$ cat src/rtl/mem_pkg.sv
// Shared types and helpers for the memory read-back sequencer.
package mem_pkg;

  typedef enum logic [1:0] {
    IDLE  = 2'd0,
    ISSUE = 2'd1,
    DRAIN = 2'd2,
    DONE  = 2'd3
  } rb_state_e;

  // Per-beat side information carried through the output buffer with the data.
  typedef struct packed {
    logic [31:0] addr;
    logic        last;
  } rb_meta_t;

  function automatic bit is_pow2(input int unsigned v);
    return (v != 0) && ((v & (v - 1)) == 0);
  endfunction

  // Wrap an address into a power-of-two memory; upper bits forced to zero.
  function automatic logic [31:0] addr_wrap(input logic [31:0] a, input int unsigned depth);
    return a & (depth - 1);
  endfunction

endpackage

$ cat src/rtl/mem_readback_if.sv
// Output stream of the read-back sequencer: word, source address, last flag.
interface mem_readback_if #(
  parameter int WID = 4
);
  logic [WID-1:0] out_data;
  logic [31:0]    out_addr;
  logic           out_valid;
  logic           out_ready;
  logic           out_last;

  modport master (output out_data, output out_addr, output out_valid, output out_last,
                  input  out_ready);
  modport slave  (input  out_data, input  out_addr, input  out_valid, input  out_last,
                  output out_ready);
endinterface

$ cat src/rtl/rb_fifo.sv
// Small synchronous FIFO holding {addr, last, data} beats; count drives the credit check.
module rb_fifo #(
  parameter int W     = 8,
  parameter int DEPTH = 4,
  parameter int CW    = $clog2(DEPTH + 1)
) (
  input  logic          clk,
  input  logic          reset,
  input  logic          push,
  input  logic [W-1:0]  wdata,
  input  logic          pop,
  output logic [W-1:0]  rdata,
  output logic          valid,
  output logic [CW-1:0] count
);
  localparam int PW = (DEPTH > 1) ? $clog2(DEPTH) : 1;

  logic [W-1:0]  mem_q [DEPTH];
  logic [W-1:0]  mem_d [DEPTH];
  logic [PW-1:0] wptr_q, wptr_d, rptr_q, rptr_d;
  logic [CW-1:0] cnt_q, cnt_d;

  function automatic logic [PW-1:0] nxt(input logic [PW-1:0] p);
    return (p == PW'(DEPTH - 1)) ? '0 : p + 1'b1;
  endfunction

  // Next-state: write at tail on push, advance head on pop; both may happen at once.
  always_comb begin
    mem_d  = mem_q;
    wptr_d = wptr_q;
    rptr_d = rptr_q;
    if (push) begin
      mem_d[wptr_q] = wdata;
      wptr_d        = nxt(wptr_q);
    end
    if (pop) rptr_d = nxt(rptr_q);
    cnt_d = cnt_q + CW'(push) - CW'(pop);
  end

  // Storage is cleared on reset so the head reads zero out of reset.
  always_ff @(posedge clk or negedge reset) begin
    if (!reset) begin
      for (int i = 0; i < DEPTH; i++) mem_q[i] <= '0;
      wptr_q <= '0;
      rptr_q <= '0;
      cnt_q  <= '0;
    end else begin
      mem_q  <= mem_d;
      wptr_q <= wptr_d;
      rptr_q <= rptr_d;
      cnt_q  <= cnt_d;
    end
  end

  assign rdata = mem_q[rptr_q];
  assign valid = (cnt_q != '0);
  assign count = cnt_q;

endmodule

$ cat src/rtl/mem_readback.sv
// Sweeps an address range over a registered memory read port and streams the words
// out through a credit-managed FIFO so the free-running read port never stalls.
module mem_readback
  import mem_pkg::*;
#(
  parameter int WID_MEM    = 4,
  parameter int DEPTH_MEM  = 8192,
  parameter int FIFO_DEPTH = 4
) (
  input  logic               clk,
  input  logic               reset,
  input  logic               start,
  input  logic [31:0]        first_addr,
  input  logic [31:0]        num_words,
  output logic               busy,
  output logic               done,
  output logic [31:0]        raddr,
  input  logic [WID_MEM-1:0] mem_dout,
  mem_readback_if.master     ob
);
  localparam int CW = $clog2(FIFO_DEPTH + 1);
  localparam int FW = WID_MEM + 33;

  if (!is_pow2(DEPTH_MEM)) begin : g_bad_depth
    $error("DEPTH_MEM must be a power of two");
  end

  rb_state_e state_q, state_d;
  logic [31:0] base_q, base_d, len_q, len_d, idx_q, idx_d, raddr_q, raddr_d;
  logic [31:0] addr1_q, addr1_d;
  logic        tag0_q, tag0_d, last0_q, last0_d;
  logic        tag1_q, tag1_d, last1_q, last1_d;
  logic        busy_q, busy_d, done_q, done_d;

  logic [FW-1:0]      fifo_wdata, fifo_rdata;
  logic [CW-1:0]      fifo_cnt;
  logic               fifo_valid, pop, credit_ok;
  rb_meta_t           head_meta;
  logic [WID_MEM-1:0] head_data;

  // Stage 0 is the read currently on raddr, stage 1 is the word on mem_dout this
  // cycle. Counting both against the FIFO guarantees every tagged word has a slot.
  assign credit_ok = (32'(fifo_cnt) + {31'b0, tag0_q} + {31'b0, tag1_q}) < 32'(FIFO_DEPTH);
  assign pop       = fifo_valid && ob.out_ready;

  // Sequencer next-state, address issue and tag pipeline.
  always_comb begin
    state_d = state_q;
    base_d  = base_q;
    len_d   = len_q;
    idx_d   = idx_q;
    raddr_d = raddr_q;
    tag0_d  = 1'b0;
    last0_d = 1'b0;
    tag1_d  = tag0_q;
    last1_d = last0_q;
    addr1_d = raddr_q;
    case (state_q)
      IDLE: if (start) begin
        base_d = first_addr;
        len_d  = num_words;
        if (num_words == 32'd0) begin
          state_d = DONE;
        end else begin
          // First read goes out in the very next cycle; the FIFO is empty here.
          state_d = ISSUE;
          raddr_d = addr_wrap(first_addr, DEPTH_MEM);
          tag0_d  = 1'b1;
          last0_d = (num_words == 32'd1);
          idx_d   = 32'd1;
        end
      end
      ISSUE: begin
        if (idx_q == len_q) begin
          state_d = DRAIN;
        end else if (credit_ok) begin
          raddr_d = addr_wrap(base_q + idx_q, DEPTH_MEM);
          tag0_d  = 1'b1;
          last0_d = (idx_q == len_q - 32'd1);
          idx_d   = idx_q + 32'd1;
        end
      end
      DRAIN: begin
        // The last-flagged beat is the final word, so its pop empties everything.
        if (pop && head_meta.last && fifo_cnt == CW'(1) && !tag0_q && !tag1_q)
          state_d = DONE;
      end
      DONE:    state_d = IDLE;
      default: state_d = IDLE;
    endcase
    busy_d = (state_d != IDLE);
    done_d = (state_q == DONE);
  end

  // State and registered outputs.
  always_ff @(posedge clk or negedge reset) begin
    if (!reset) begin
      state_q <= IDLE;
      base_q  <= '0;
      len_q   <= '0;
      idx_q   <= '0;
      raddr_q <= '0;
      addr1_q <= '0;
      tag0_q  <= 1'b0;
      last0_q <= 1'b0;
      tag1_q  <= 1'b0;
      last1_q <= 1'b0;
      busy_q  <= 1'b0;
      done_q  <= 1'b0;
    end else begin
      state_q <= state_d;
      base_q  <= base_d;
      len_q   <= len_d;
      idx_q   <= idx_d;
      raddr_q <= raddr_d;
      addr1_q <= addr1_d;
      tag0_q  <= tag0_d;
      last0_q <= last0_d;
      tag1_q  <= tag1_d;
      last1_q <= last1_d;
      busy_q  <= busy_d;
      done_q  <= done_d;
    end
  end

  assign fifo_wdata = {addr1_q, last1_q, mem_dout};

  rb_fifo #(
    .W     (FW),
    .DEPTH (FIFO_DEPTH),
    .CW    (CW)
  ) u_fifo (
    .clk   (clk),
    .reset (reset),
    .push  (tag1_q),
    .wdata (fifo_wdata),
    .pop   (pop),
    .rdata (fifo_rdata),
    .valid (fifo_valid),
    .count (fifo_cnt)
  );

  assign {head_meta, head_data} = fifo_rdata;

  assign busy         = busy_q;
  assign done         = done_q;
  assign raddr        = raddr_q;
  assign ob.out_valid = fifo_valid;
  assign ob.out_data  = head_data;
  assign ob.out_addr  = head_meta.addr;
  assign ob.out_last  = head_meta.last;

endmodule

$ cat src/flat_wrapper.sv
// flat-port wrapper written by rule: the top's interface ports become plain ports
module mem_readback_flat import mem_pkg::*;
#(
  parameter int WID_MEM    = 4,
  parameter int DEPTH_MEM  = 8192,
  parameter int FIFO_DEPTH = 4
)
  (clk, reset, start, first_addr, num_words, busy, done, raddr, mem_dout, ob_out_data, ob_out_addr, ob_out_valid, ob_out_last, ob_out_ready);
  mem_readback_if #(.WID(4)) ob_i ();
  input  logic clk;
  input  logic reset;
  input  logic start;
  input  logic [31:0] first_addr;
  input  logic [31:0] num_words;
  output logic busy;
  output logic done;
  output logic [31:0] raddr;
  input  logic [WID_MEM-1:0] mem_dout;
  output wire logic [$bits(ob_i.out_data)-1:0] ob_out_data;
  output wire logic [$bits(ob_i.out_addr)-1:0] ob_out_addr;
  output wire logic [$bits(ob_i.out_valid)-1:0] ob_out_valid;
  output wire logic [$bits(ob_i.out_last)-1:0] ob_out_last;
  input wire logic [$bits(ob_i.out_ready)-1:0] ob_out_ready;
  assign ob_out_data = ob_i.out_data;
  assign ob_out_addr = ob_i.out_addr;
  assign ob_out_valid = ob_i.out_valid;
  assign ob_out_last = ob_i.out_last;
  assign ob_i.out_ready = ob_out_ready;
  mem_readback #(.WID_MEM(WID_MEM), .DEPTH_MEM(DEPTH_MEM), .FIFO_DEPTH(FIFO_DEPTH)) u_core (.clk(clk), .reset(reset), .start(start), .first_addr(first_addr), .num_words(num_words), .busy(busy), .done(done), .raddr(raddr), .mem_dout(mem_dout), .ob(ob_i));
endmodule
$ cat config.mk
export PLATFORM = sky130hd
export DESIGN_NAME = mem_readback_flat
export DESIGN_NICKNAME = d
export VERILOG_FILES = /design/src/rtl/mem_pkg.sv /design/src/rtl/mem_readback_if.sv /design/src/rtl/rb_fifo.sv /design/src/rtl/mem_readback.sv /design/src/flat_wrapper.sv
export SDC_FILE = /design/constraint.sdc
export NUM_CORES = 1
export LEC_CHECK = 0
export BUFFER_PORTS_ARGS = -buffer_cell sky130_fd_sc_hd__buf_2
export CORE_ASPECT_RATIO = 0.6
export CORE_MARGIN = 8
export CORE_UTILIZATION = 58
export CTS_CLUSTER_SIZE = 12
export DETAILED_ROUTE_END_ITERATION = 8
export PLACE_DENSITY = 0.84
export REMOVE_ABC_BUFFERS = 1
export SYNTH_ARGS = -nofsm -noshare
export SYNTH_HDL_FRONTEND = slang
export SYNTH_SLANG_ARGS = --single-unit
$ cat constraint.sdc
create_clock -name clk -period 8.1 [get_ports clk]
set_input_delay 1.215 -clock clk [delete_from_list [all_inputs] [get_ports clk]]
set_output_delay 1.215 -clock clk [all_outputs]
set_load 0.03 [all_outputs]
==> results of run 1 <==
## cell type report
type	instances	area (um2)	area share, %
Antenna cell	2	5.00	0.0452
Tap cell	234	293	2.64
Clock inverter	13	105	0.949
Sequential cell	190	4750	42.9
Clock buffer	19	443	4.00
Timing Repair Buffer	90	469	4.24
Multi-Input combinational cell	636	4910	44.4
Inverter	24	90.1	0.813
## through the flow
stage,hold slack (ns),instances
floorplan,0.331,850
global placement,0.358,1174
detailed placement,0.381,1174
CTS,0.392,1206
global route,0.395,1208
finish,0.390,1208
## worst max-delay path, delay by kind of cell
kind | cells | cell delay (ns)
simple gates | 5 | 2.34
buf+inv | 3 | 1.03
compound gates | 3 | 0.41
## worst paths after layout
| check | from | endpoint | slack (ns) | cells past startpoint |
|---|---|---|---|---|
| max | num_words[1] | u_core.raddr[12]$_DFFE_PN0P_ | 3.42 | 11 |
| min | u_core.last0_q$_DFF_PN0_ | u_core.last1_q$_DFF_PN0_ | 0.39 | 0 |
| max reg2reg | u_core.len_q[27]$_DFFE_PN0P_ | u_core.raddr[12]$_DFFE_PN0P_ | 3.71 | 9 |
| min reg2reg | u_core.last0_q$_DFF_PN0_ | u_core.last1_q$_DFF_PN0_ | 0.39 | 0 |
| max in group asynchronous | reset | u_core.len_q[24]$_DFFE_PN0P_ | 5.66 | 2 |
| min in group asynchronous | reset | u_core.u_fifo.mem_q[117]$_DFFE_PN0P_ | 0.89 | 1 |
## where the power goes
| part | leakage, uW | internal, uW | switching, uW |
|---|---|---|---|
| combinational | 0.00229 | 895 | 1190 |
| clock | 0.000263 | 408 | 387 |
| sequential | 0.00233 | 1350 | 421 |
## layer usage
layer  part of all wire (%)  up-vias
met2                     44      339
met4                    2.0        4
met5                  0.066        -
met3                    8.6       52
li1                       -     3258
met1                     45     3697
## cell families (layout without fill, tap and decap cells)
kind of cell	Yosys count	count (layout)	share of synthesized area, %
AND/OR/NAND/NOR	256	256	13.2
flip-flops	190	190	47.2
XOR/XNOR	87	87	7.57
adder cells (fa/ha/maj)	26	26	3.38
buffers and inverters	104	146	5.41
multiplexers	136	136	17.2
AO/OA/AOI/OAI	93	93	5.94
other	1	40	0.0373
## state kept, by name (all words and copies together), names as in the netlist
| register | count |
|---|---|
| u_core.addr1_q | 13 |
| u_core.base_q | 13 |
| u_core.busy | 1 |
| u_core.done | 1 |
| u_core.idx_q | 32 |
| u_core.last0_q | 1 |
| u_core.last1_q | 1 |
| u_core.len_q | 32 |
| u_core.raddr | 13 |
| u_core.state_q | 2 |
| u_core.tag0_q | 1 |
| u_core.tag1_q | 1 |
| u_core.u_fifo.count | 3 |
| u_core.u_fifo.mem_q | 72 |
| u_core.u_fifo.rptr_q | 2 |
| u_core.u_fifo.wptr_q | 2 |
## cells in the mapped netlist, types with 5 or more instances
library cell	instances	area, um2
dfrtp_1	190	4750
mux2_2	115	1290
nor2_1	58	218
nand2_1	54	203
xor2_1	53	464
buf_4	38	285
clkbuf_1	36	135
xnor2_1	34	298
nand3_1	27	135
a21oi_1	26	130
ha_1	24	300
inv_1	24	90.1
nor4_1	23	144
o21ai_0	23	115
nor3_1	19	95.1
mux4_2	18	405
nand4_1	16	100
or3_1	12	75.1
and3_1	8	50.1
or4_1	7	52.6
a31oi_1	6	37.5
a21o_1	5	37.5
nor2b_1	5	31.3
nor3b_1	5	37.5
==> run_results.csv, run 1 <==
group,metric,value,unit
outcome,status,"complete, no violations",
worst_setup_path,crit_path_cell_trace,"buf_2 > nor4_1 > nand4_1 > nor2_1 > a21boi_2 > buf_4 > nor2_1 > inv_1 > and3_1 > a21oi_1 > a21bo_2",
sta,rsz0062_at_grt,"false",
worst_setup_path,cpMostUsedCell,"nor2_1",
cells_and_area,nNetsFinal,1057,
die,ioPinCount,144,
die,start_util,58.9,%
cells_and_area,layout_common_cells,"dfrtp_1 (190), mux2_2 (115), buf_2 (85)",
cells_and_area,design_area,11100,um2
yosys,ys_seq_area_share,47.2,%
worst_setup_path,cpMaxStageDelayCell,"nor2_1",
sta,tns,0,ns
global_routing,grt-busiest-layer,"met2",
clock_network,ctsResizeCount,0,
sta,hold_violations,0,
yosys,syn_inst,893,
clock_network,post-cts-setup-buffers,0,
route,drc,0,
global_routing,antenna_found_initial,4,
worst_setup_path,critPathLaunchType,"primary input",
sta,skew,0.00855,ns
clock_network,root_buffer,"clkbuf_16",
clock_network,cts_buffer_depth,2,
route,viasPerCell,6.08,
global_routing,grt_pass1_vias,7384,
global_routing,grt_remaining_overflow,0,
power_and_ir_drop,p_leak,0.00488,uW
cells_and_area,mostFrequentLayoutCell,"dfrtp_1",
route,routed-via-count,7350,
global_routing,use_met1,32.7,%
global_routing,grt_max_degree,115,
clock_network,path_clk_slew,0.07,ns
global_routing,grt_pass1_wl,39.3,mm
global_routing,use_met3,5.27,%
power_and_ir_drop,ir_worst_vdd,192,uV
global_routing,met2_usage,33.0,%
yosys,ys_types,62,
power_and_ir_drop,power.total,4650,uW
worst_setup_path,worstSetupEndpointType,"register",
cells_and_area,syn2layout_area_growth,10.0,%
worst_hold_path,hp-class,"register to register",
route,detail_route.iter0.violations,867,
clock_network,cts_tree,"done",
yosys,synth-async-reset-ratio,100,%
die,die_h,118,um
power_and_ir_drop,power_density,420,nW/um2
yosys,synth_warnings,0,
die,die_area,22000,um2
worst_setup_path,required,8.43,ns
clock_network,numCtsBuffers,17,
yosys,synth_edf_count,0,
clock_network,cts_hold_buf,0,
die,core_area,17100,um2
sta,fin_crit,4.68,ns
yosys,syn_area,10100,um2
placement,dpl_worst_slack,3.02,ns
sta,layout_setup_ws,3.42,ns
placement,port_buffers,86,
worst_setup_path,path_class,"primary input to register",
yosys,synth_seq_cells,190,
route,firstDrtPassIters,5,
placement,place.gp.congestion,0.905,
cells_and_area,n_fill_cell,1245,
worst_setup_path,cp.arrival,5.00,ns
clock_network,h-tree-depth,4,
clock_network,worstSkewPairLatency,0.44,ns
sta,fin_crit_sh,57.7,%
die,fp-row-count,37,
global_routing,grtUsageTotal,22.5,%
route,routedWlPerCell,20.1,um
route,drtAntennaViolNets,0,
route,routed_wl,24.2,mm
placement,dpl_cell_area,10500,um2
sta,setup_viol,0,
sta,drv_slew,0,
placement,dp.final_hpwl,17.0,mm
worst_setup_path,path_max_fanout,35,
flow_run,maxCapViolCount,0,
cells_and_area,drive_gt1_share,27.2,%
sta,max_freq,0.214,GHz
yosys,synth.avg_cell_area,11.3,um2
yosys,synth_ff_type,"dfrtp_1",
sta,max_slew.worst_pin.slew,1.05,ns
clock_network,cts_sinks,190,
worst_setup_path,max_stage_delay,0.84,ns
cells_and_area,final_util,64.8,%
die,die_x,186,um
sta,slew_headroom,29.7,%
(Power assumes the default switching activity.)
==> inputs of run 2 (changes only) <==
Clock period 8.1 ns to 4.5 ns, I/O delays scaled along.
==> run 2 against run 1 <==
Effect of this change:
- critical path depth fell by 2
- worst hold slack got worse by 0.075 ns
- total power rose by 81%
- design area rose by 0.52%
- global-route usage fell by 0.33 points
- largest power group unchanged
- count of clock-buffer cells in the layout fell by 2
- sequential power rose by 80%
- final cell count barely moved
- clock power rose by 89%
- wire length fell by 1.2%
- flip-flop and latch count did not move
==> run_results.csv, run 2 (synthesized netlist as in run 1, its figures left out) <==
group,metric,value,unit
worst_setup_path,critPathLaunchType,"register",
worst_setup_path,cp_num_buf_inv,1,
global_routing,grtUsageTotal,22.2,%
power_and_ir_drop,p_leak,0.00491,uW
clock_network,cts_tree,"done",
clock_network,path_clk_slew,0.08,ns
placement,dpl.cell_count,1175,
worst_setup_path,max_stage_delay,0.58,ns
sta,setup_viol,0,
cells_and_area,nNetsFinal,1058,
placement,dp.final_hpwl,16.6,mm
power_and_ir_drop,p_int,4800,uW
power_and_ir_drop,p_comb_share,44.3,%
route,routed-via-count,7142,
clock_network,post-cts-setup-buffers,0,
cells_and_area,top_register,"u_core.u_fifo.mem_q",
die,die_x,186,um
route,viasPerCell,5.92,
cells_and_area,layout_common_cells,"dfrtp_1 (190), mux2_2 (115), buf_2 (85)",
worst_setup_path,required,4.83,ns
cells_and_area,reg.largest.list,"u_core.u_fifo.mem_q x72, u_core.idx_q x32, u_core.len_q x32",
power_and_ir_drop,p_switching,3620,uW
clock_network,worstSkewPairLatency,0.44,ns
route,drc,0,
global_routing,antenna_found_initial,1,
route,firstDrtPassIters,5,
global_routing,grt_remaining_overflow,0,
power_and_ir_drop,swShare,43.0,%
sta,hold_violations,0,
clock_network,cts_hold_buf,0,
clock_network,cts_sinks,190,
sta,max_slew.worst_pin.slew,1.05,ns
sta,slew_headroom,30.1,%
sta,skew,0.0133,ns
cells_and_area,mostFrequentLayoutCell,"dfrtp_1",
power_and_ir_drop,p_clk_share,17.8,%
clock_network,h-tree-depth,4,
placement,dpl_worst_slack,1.20,ns
die,core_area,17100,um2
placement,port_buffers,86,
route,detail_route.iter0.violations,614,
power_and_ir_drop,power_density,756,nW/um2
die,die_h,118,um
global_routing,grt_pass1_vias,7130,
route,routedWlPerCell,19.8,um
die,fp-row-count,37,
cells_and_area,syn2layout_area_growth,10.6,%
global_routing,grt_max_degree,98,
power_and_ir_drop,seqPwrFrac,37.9,%
sta,drv_slew,0,
clock_network,root_buffer,"clkbuf_16",
worst_setup_path,path_class,"register to register",
die,ioPinCount,144,
sta,max_freq,0.298,GHz
die,start_util,58.9,%
route,routed_wl,24.0,mm
cells_and_area,finalNonFillerCells,1207,
worst_setup_path,crit_path_cell_trace,"xnor2_1 > nand4_1 > or4_1 > o31a_1 > nor2_1 > inv_1 > and3_1 > a21oi_1 > a21bo_2",
global_routing,grt_pass1_wl,38.5,mm
cells_and_area,diodes,0,
outcome,status,"complete, no violations",
worst_setup_path,worstSetupEndpointType,"register",
sta,rsz0062_at_grt,"false",
clock_network,ctsResizeCount,0,
clock_network,numCtsBuffers,17,
sta,fin_crit_sh,74.6,%
die,die_area,22000,um2
sta,layout_setup_ws,1.14,ns
worst_setup_path,cp.arrival,3.69,ns
placement,place.gp.congestion,0.889,
worst_setup_path,path_delay_family,"simple AND/OR/NAND/NOR gates",
cells_and_area,drive_gt1_share,27.3,%
worst_hold_path,hp-class,"primary input to asynchronous set/reset pin",
sta,fin_crit,3.36,ns
sta,hold_slack,0.315,ns
worst_setup_path,cpMaxStageDelayCell,"or4_1",
cells_and_area,largest_reg_flops,72,
flow_run,maxCapViolCount,0,
route,drtAntennaViolNets,0,
power_and_ir_drop,ir_worst_vdd,322,uV
clock_network,cts_buffer_depth,2,
worst_setup_path,path_max_fanout,23,
## run 2: changes by cell type in the layout (fill, tap and decap cells not counted), sizes merged
cell    previous run  this run
inv               30        33
clkbuf            20        18
diode              2         0
buf               89        90
clkinv             4         3
## run 2: path summary, 6_finish.rpt
kind / from / end / slack, ns / cells after the start
max: u_core.idx_q[1]$_DFFE_PN0P_ / u_core.raddr[12]$_DFFE_PN0P_ / 1.14 / 9
min: reset / u_core.u_fifo.mem_q[85]$_DFFE_PN0P_ / 0.32 / 1
max reg2reg: u_core.idx_q[1]$_DFFE_PN0P_ / u_core.raddr[12]$_DFFE_PN0P_ / 1.14 / 9
min reg2reg: u_core.last0_q$_DFF_PN0_ / u_core.last1_q$_DFF_PN0_ / 0.37 / 0
max in group asynchronous: reset / u_core.busy$_DFF_PN0_ / 3.22 / 2
min in group clk: u_core.last0_q$_DFF_PN0_ / u_core.last1_q$_DFF_PN0_ / 0.37 / 0
## run 2: routing by layer
layer  wire (um)  up-vias  GRT usage [%]
li1            -     3246              -
met1       11000     3586           32.0
met2       10500      276           31.8
met3        2110       32           7.43
met4         337        2           5.04
met5           8        -              0
## run 2: cell type report
class                      instances  area, um2
clock inverter                    15        165
multi-input combinational        636       4910
inverter                          24       90.1
sequential                       190       4750
fill                            1252       5950
clock buffer                      17        425
timing repair buffer              91        489
tap                              234        293
## run 2: worst register-to-register path: stages, from the launching register on
cell and delay (ns):
dfrtp_1 0.51, xnor2_1 0.33, nand4_1 0.12, or4_1 0.58
o31a_1 0.47, nor2_1 0.20, inv_1 0.37, and3_1 0.35
a21oi_1 0.11, a21bo_2 0.22
## run 2: power by group through the flow
stage	clock network [uW]	logic [uW]	registers, uW
6_report	1500	3730	3190
5_1_grt	1600	4050	3280
4_1_cts	1530	3720	3170
3_5_place_dp	0	3670	3170
3_3_place_gp	0	3550	3120
2_1_floorplan	0	2660	3090
## run 2: through the flow
| stage | TNS, ns | instance area (um2) | power (uW) | utilization [%] |
|---|---|---|---|---|
| final | 0 | 11100 | 8420 | 65.2 |
| after detailed placement | 0 | 10500 | 6840 | 61.7 |
| after floorplan | -97.66 | 9750 | 5750 | - |
| after CTS | 0 | 11100 | 8420 | 65.2 |
| after global routing | 0 | 11100 | 8930 | 65.2 |
| after global placement | 0 | 10500 | 6670 | 61.7 |
